==> config.mk <==
export PLATFORM = sky130hd
export DESIGN_NAME = jtframe_sdram_rsp
export DESIGN_NICKNAME = d
export VERILOG_FILES = /design/src/rtl/jtframe_sdram_pkg.sv /design/src/rtl/jtframe_sdram_rsp_pipe.sv /design/src/rtl/jtframe_sdram_rsp.sv
export SDC_FILE = /design/constraint.sdc
export NUM_CORES = 1
export LEC_CHECK = 0
export CORE_MARGIN = 3
export CORE_UTILIZATION = 49
export CTS_CLUSTER_DIAMETER = 120
export CTS_CLUSTER_SIZE = 8
export DETAILED_ROUTE_END_ITERATION = 8
export GPL_TIMING_DRIVEN = 0
export PLACE_DENSITY = 0.9
export REMOVE_ABC_BUFFERS = 1
export SYNTH_ARGS = -nofsm -noshare
export SYNTH_HDL_FRONTEND = slang
export SYNTH_SLANG_ARGS = --single-unit
==> constraint.sdc <==
create_clock -name clk -period 4.4 [get_ports clk]
set_input_delay 0.88 -clock clk [delete_from_list [all_inputs] [get_ports clk]]
set_output_delay 0.88 -clock clk [all_outputs]
set_load 0.02 [all_outputs]
==> src/rtl/jtframe_sdram_pkg.sv <==
// Shared types and constants for the JTFRAME SDRAM responder: FSM states, data width and the read tag.
// The optional refresh-stall input is enabled with the macro JTFRAME_SDRAM_STALL_EN.
package jtframe_sdram_pkg;

    localparam int DW         = 16;
    localparam int MEMLAT_MIN = 1;
    localparam int MEMLAT_MAX = 15;

    localparam logic [1:0] ST_IDLE  = 2'd0;
    localparam logic [1:0] ST_ISSUE = 2'd1;
    localparam logic [1:0] ST_WAIT  = 2'd2;

    typedef enum logic [1:0] {
        S_IDLE  = ST_IDLE,
        S_ISSUE = ST_ISSUE,
        S_WAIT  = ST_WAIT
    } state_t;

    typedef struct packed {
        logic valid;
        logic last;
    } tag_t;

endpackage

==> src/rtl/jtframe_sdram_rsp_pipe.sv <==
// Tag delay line: carries {valid,last} alongside each memory read so the returning word
// can be qualified exactly when the backing memory presents it.
module jtframe_sdram_rsp_pipe
    import jtframe_sdram_pkg::*;
#(
    parameter int DEPTH = 2
) (
    input  logic clk,
    input  logic rst_n,
    input  tag_t tag_i,
    output tag_t tag_o
);

    tag_t stage_q [DEPTH];

    always_ff @(posedge clk or negedge rst_n) begin
        if (!rst_n) begin
            for (int i = 0; i < DEPTH; i++) stage_q[i] <= '0;
        end else begin
            stage_q[0] <= tag_i;
            for (int i = 1; i < DEPTH; i++) stage_q[i] <= stage_q[i-1];
        end
    end

    assign tag_o = stage_q[DEPTH-1];

endmodule

==> src/rtl/jtframe_sdram_rsp.sv <==
// Slot-side SDRAM read responder backed by a fixed-latency memory port.
// Define JTFRAME_SDRAM_STALL_EN to add the stall input that holds off new requests in IDLE.
//
// state  | meaning
// IDLE   | waiting for sdram_req (and no stall)
// ISSUE  | ack pulse, first read; second read follows when BURST=2
// WAIT   | draining the tag pipe until one cycle after data_rdy
module jtframe_sdram_rsp
    import jtframe_sdram_pkg::*;
#(
    parameter int SDRAMW = 22,
    parameter int BURST  = 2,
    parameter int MEMLAT = 2
) (
    input  logic              clk,
    input  logic              rst_n,
`ifdef JTFRAME_SDRAM_STALL_EN
    input  logic              stall,
`endif
    input  logic              sdram_req,
    input  logic [SDRAMW-1:0] sdram_addr,
    output logic              sdram_ack,
    output logic              data_dst,
    output logic              data_rdy,
    output logic [DW-1:0]     data_read,
    output logic              mem_rd,
    output logic [SDRAMW-1:0] mem_addr,
    input  logic [DW-1:0]     mem_dout
);

    if (MEMLAT < MEMLAT_MIN || MEMLAT > MEMLAT_MAX) begin : g_bad_memlat
        $error("jtframe_sdram_rsp: MEMLAT out of range");
    end
    if (BURST != 1 && BURST != 2) begin : g_bad_burst
        $error("jtframe_sdram_rsp: BURST must be 1 or 2");
    end

    state_t              state_q, state_d;
    logic                ack_q, ack_d;
    logic                rd_q, rd_d;
    logic                last_q, last_d;
    logic [SDRAMW-1:0]   addr_q, addr_d;
    logic                dst_q, rdy_q, done_q;
    logic [DW-1:0]       read_q;
    logic                stall_w;
    tag_t                tag_in, tag_out;

`ifdef JTFRAME_SDRAM_STALL_EN
    assign stall_w = stall;
`else
    assign stall_w = 1'b0;
`endif

    always_comb begin
        state_d = state_q;
        ack_d   = 1'b0;
        rd_d    = 1'b0;
        last_d  = 1'b0;
        addr_d  = addr_q;
        case (state_q)
            S_IDLE: begin
                if (sdram_req && !stall_w) begin
                    state_d = S_ISSUE;
                    ack_d   = 1'b1;
                    rd_d    = 1'b1;
                    last_d  = (BURST == 1);
                    addr_d  = sdram_addr;
                end
            end
            S_ISSUE: begin
                state_d = S_WAIT;
                if (BURST == 2) begin
                    rd_d   = 1'b1;
                    last_d = 1'b1;
                    addr_d = addr_q + SDRAMW'(1);
                end
            end
            S_WAIT: begin
                // done_q trails data_rdy by one cycle, so IDLE is reached the cycle after that
                if (done_q) state_d = S_IDLE;
            end
            default: state_d = S_IDLE;
        endcase
    end

    assign tag_in = '{valid: rd_q, last: last_q};

    jtframe_sdram_rsp_pipe #(
        .DEPTH (MEMLAT)
    ) u_pipe (
        .clk   (clk),
        .rst_n (rst_n),
        .tag_i (tag_in),
        .tag_o (tag_out)
    );

    always_ff @(posedge clk or negedge rst_n) begin
        if (!rst_n) begin
            state_q <= S_IDLE;
            ack_q   <= 1'b0;
            rd_q    <= 1'b0;
            last_q  <= 1'b0;
            addr_q  <= '0;
            dst_q   <= 1'b0;
            rdy_q   <= 1'b0;
            done_q  <= 1'b0;
            read_q  <= '0;
        end else begin
            state_q <= state_d;
            ack_q   <= ack_d;
            rd_q    <= rd_d;
            last_q  <= last_d;
            addr_q  <= addr_d;
            dst_q   <= tag_out.valid;
            rdy_q   <= tag_out.valid & tag_out.last;
            done_q  <= rdy_q;
            if (tag_out.valid) read_q <= mem_dout;
        end
    end

    assign sdram_ack = ack_q;
    assign mem_rd    = rd_q;
    assign mem_addr  = addr_q;
    assign data_dst  = dst_q;
    assign data_rdy  = rdy_q;
    assign data_read = read_q;

endmodule
==> flow_metrics.tcl <==
set metrics [dict create \
    gp_congestion 0.947 \
    final_antenna_net_count 0 \
    numCtsBuffers 5 \
    setup_tns_ns 0 \
    p_total_mw 2.44 \
    wirelength_mm 6.01 \
    ctsHoldBuffers 0 \
    port_buffers 82 \
    die_h_um 76.3 \
    ys_seq_area_share_pct 51.7 \
    final_hold_viol_count 0 \
    tightest_slew_ns 0.671 \
    hold_depth 0 \
    die_x_um 76.3 \
    max_freq_mhz 372 \
    period_share_pct 61.0 \
    cellPowerDensity_nw_per_um2 724 \
    cp_slowest_cell "clkdlybuf4s50_1" \
    instances_no_fill 368 \
    critPathRequiredTime_ns 4.61 \
    setup_viol 0 \
    maxCapViolCount 0 \
    syn_area_per_cell_um2 10.7 \
    root_buffer "clkbuf_8" \
    crit_path_max_fanout 13 \
    min_to "u_pipe.tag_o[1]$_DFF_PN0_" \
    dp_cells 360 \
    end_kind "flip-flop" \
    critPathKind "in -> reg" \
    grt.overflow.total 0 \
    dr.pass1.iters 5 \
    skew_ns 0.00854 \
    ys.warnings.count 0 \
    reg2reg_slack_ns 2.30 \
    row_count 24 \
    area.growth.synth_to_final_pct 38.9 \
    num-nets-final 344 \
    yosys.cell_types.count 46 \
    drive_gt1_share_pct 11.9 \
    cts.sinks 50 \
    syn_area_um2 2420 \
    postCtsSetupRepairBufs 0 \
    arrival_ns 2.90 \
    status "finished, final reports clean" \
    relSlewSlack_pct 55.3 \
    io-pin-count 83 \
    dieArea_um2 5820 \
    period_minus_slack_ns 2.69 \
    wl_per_cell_um 16.3 \
    start_util_pct 53.1 \
    grt_pass1_wl_mm 10.4 \
    async_flop_share_pct 100 \
    slew_viol_final 0 \
    clock_latency_ns 0.30 \
    drc_errors 0 \
    path_cells "clkdlybuf4s50_1, or3b_1, inv_1, a211oi_1, nor3_1" \
    cts_buffer_depth 2 \
    start_kind "input port" \
    grt_util_all_layers_pct 21.8 \
    r2r_end "mem_addr[20]$_DFFE_PN0P_" \
    cts_htree_levels 2 \
    yosys_register_bits 50 \
    critPathMaxStageDelay_ns 0.67 \
    cts_tree "built" \
    n_antenna_cell 0 \
    drt_iter0_markers 174 \
    grt_pass1_vias 2146 \
    vdd_ir_drop_max_mv 0.344 \
    grt_max_degree 33 \
    cts_resized 0 \
    antenna_found_initial 0 \
    regToRegStartpoint "state_q[1]$_DFFE_PN0P_" \
    rsz0062_at_grt "false" \
    rr_worst_depth 5 \
    p_leak_nw 1.33 \
    viasPerCell 5.91 \
    clkTransAtPathRegs_ns 0.09 \
    core_um2 4560 \
    synth_edf_count 0 \
    syn_inst 226 \
    hp-start "u_pipe.stage_q[3]$_DFF_PN0_" \
    num_vias 2175 \
    ys.flop_type "dfrtp_1" \
    setup_slack_ns 1.71 \
    dp_hpwl_mm 4.43 \
    hold_path.class "reg -> reg" \
    post-place-ws_ns 1.42 \
]
==> flip-flops by register name, indices dropped and copies added, names as in the netlist <==
signal	flops
data_read	16
u_pipe.stage_q	2
data_rdy	1
done_q	1
data_dst	1
u_pipe.tag_o	2
sdram_ack	1
last_q	1
state_q	2
mem_rd	1
mem_addr	22
==> through the flow <==
| stage | utilization (%) | hold WS (ns) | cell area (um2) |
|---|---|---|---|
| finish | 73.7 | 0.353 | 3360 |
| global route | 73.7 | 0.361 | 3360 |
| CTS | 73.7 | 0.357 | 3360 |
| detailed placement | 71.6 | 0.336 | 3270 |
| global placement | 71.3 | 0.334 | 3250 |
| floorplan | - | 0.331 | 2350 |
==> cell type report <==
type / instances / area (um2)
sequential: 50 / 1250
clock buffer: 6 / 82.6
clock inverter: 2 / 12.5
tap: 65 / 81.3
fill: 343 / 1200
multi-input combinational: 154 / 1070
timing repair buffer: 83 / 836
inverter: 8 / 30.0
==> worst max-delay path by stage <==
stage,from,end
2_1_floorplan,sdram_req,mem_addr[19]$_DFFE_PN0P_
3_3_place_gp,rst_n,data_read[11]$_DFFE_PN0P_
3_5_place_dp,sdram_req,mem_addr[19]$_DFFE_PN0P_
4_1_cts,sdram_req,mem_addr[19]$_DFFE_PN0P_
5_1_grt,sdram_req,mem_addr[19]$_DFFE_PN0P_
6_report,sdram_req,mem_addr[19]$_DFFE_PN0P_
==> cells in the mapped netlist (2+ instances only) <==
master	number	area share (%)
o22ai_1	10	2.6
buf_1	2	0.31
nand2b_1	4	1.0
and4_1	2	0.72
nand4b_1	2	0.72
nor2_1	9	1.4
or2_2	2	0.52
a22oi_1	2	0.62
o31a_1	2	0.72
buf_2	8	1.7
nor3_1	5	1.0
nor4_2	2	1.0
o211ai_1	6	1.9
buf_4	2	0.62
o31ai_1	2	0.62
nand3_1	12	2.5
o21ai_0	3	0.62
inv_1	7	1.1
nor4_1	5	1.3
mux2i_1	6	2.5
a211oi_1	3	0.93
nand4_1	7	1.8
dfrtp_1	50	52
and2_1	2	0.52
a31oi_1	2	0.52
clkbuf_1	2	0.31
a21oi_1	12	2.5
nand2_1	21	3.3
mux2_2	16	7.4
o22a_1	2	0.72
==> worst max-delay path, delay by kind of cell <==
family | cells | cell delay (ns)
AO/OA/AOI/OAI | 1 | 0.08
buffers and inverters | 2 | 1.08
AND/OR/NAND/NOR | 2 | 0.85
==> cell usage in the layout, fill, tap and decap left out, drive strengths merged, types with 2 or more instances in the layout <==
| master | synthesis | final |
|---|---|---|
| nor2 | 9 | 9 |
| o22ai | 10 | 10 |
| mux2i | 6 | 6 |
| nand2b | 4 | 4 |
| mux2 | 16 | 16 |
| o22a | 2 | 2 |
| and2 | 2 | 2 |
| nor3 | 5 | 5 |
| nand3 | 12 | 12 |
| clkbuf | 2 | 6 |
| a22oi | 2 | 2 |
| buf | 12 | 2 |
| or2 | 2 | 2 |
| clkdlybuf4s50 | 0 | 81 |
| o211ai | 6 | 6 |
| o31ai | 2 | 2 |
| nand4 | 9 | 9 |
| a31oi | 2 | 2 |
| a21oi | 12 | 12 |
| o31a | 2 | 2 |
| a211oi | 3 | 3 |
| nand4b | 2 | 2 |
| and4 | 2 | 2 |
| inv | 8 | 8 |
| dfrtp | 50 | 50 |
| nand2 | 21 | 21 |
| o21ai | 3 | 3 |
| nor4 | 8 | 8 |
==> metal layers <==
metal	GRT usage (%)	vias to the layer above	routed length, um
li1	-	1004	-
met2	35.9	112	3000
met3	4.14	12	453
met5	0	-	0
met4	6.34	0	72
met1	29.4	1047	2490
==> power by group <==
part | internal (mW) | switching [mW] | total (mW)
Clock | 0.127 | 0.152 | 0.278
Combinational | 0.599 | 0.604 | 1.20
Sequential | 0.670 | 0.285 | 0.955
Total | 1.40 | 1.04 | 2.44
==> kinds of logic after synthesis <==
group                      Yosys count  share of synthesized area, %
adders and majority gates            1                         0.516
DFF                                 50                          51.7
muxes                               22                          9.92
buffers and inverters               22                          4.13
and+or+nand+nor                     79                          19.0
AOI/OAI and AO/OA                   52                          14.8
(Power assumes the default switching activity.)
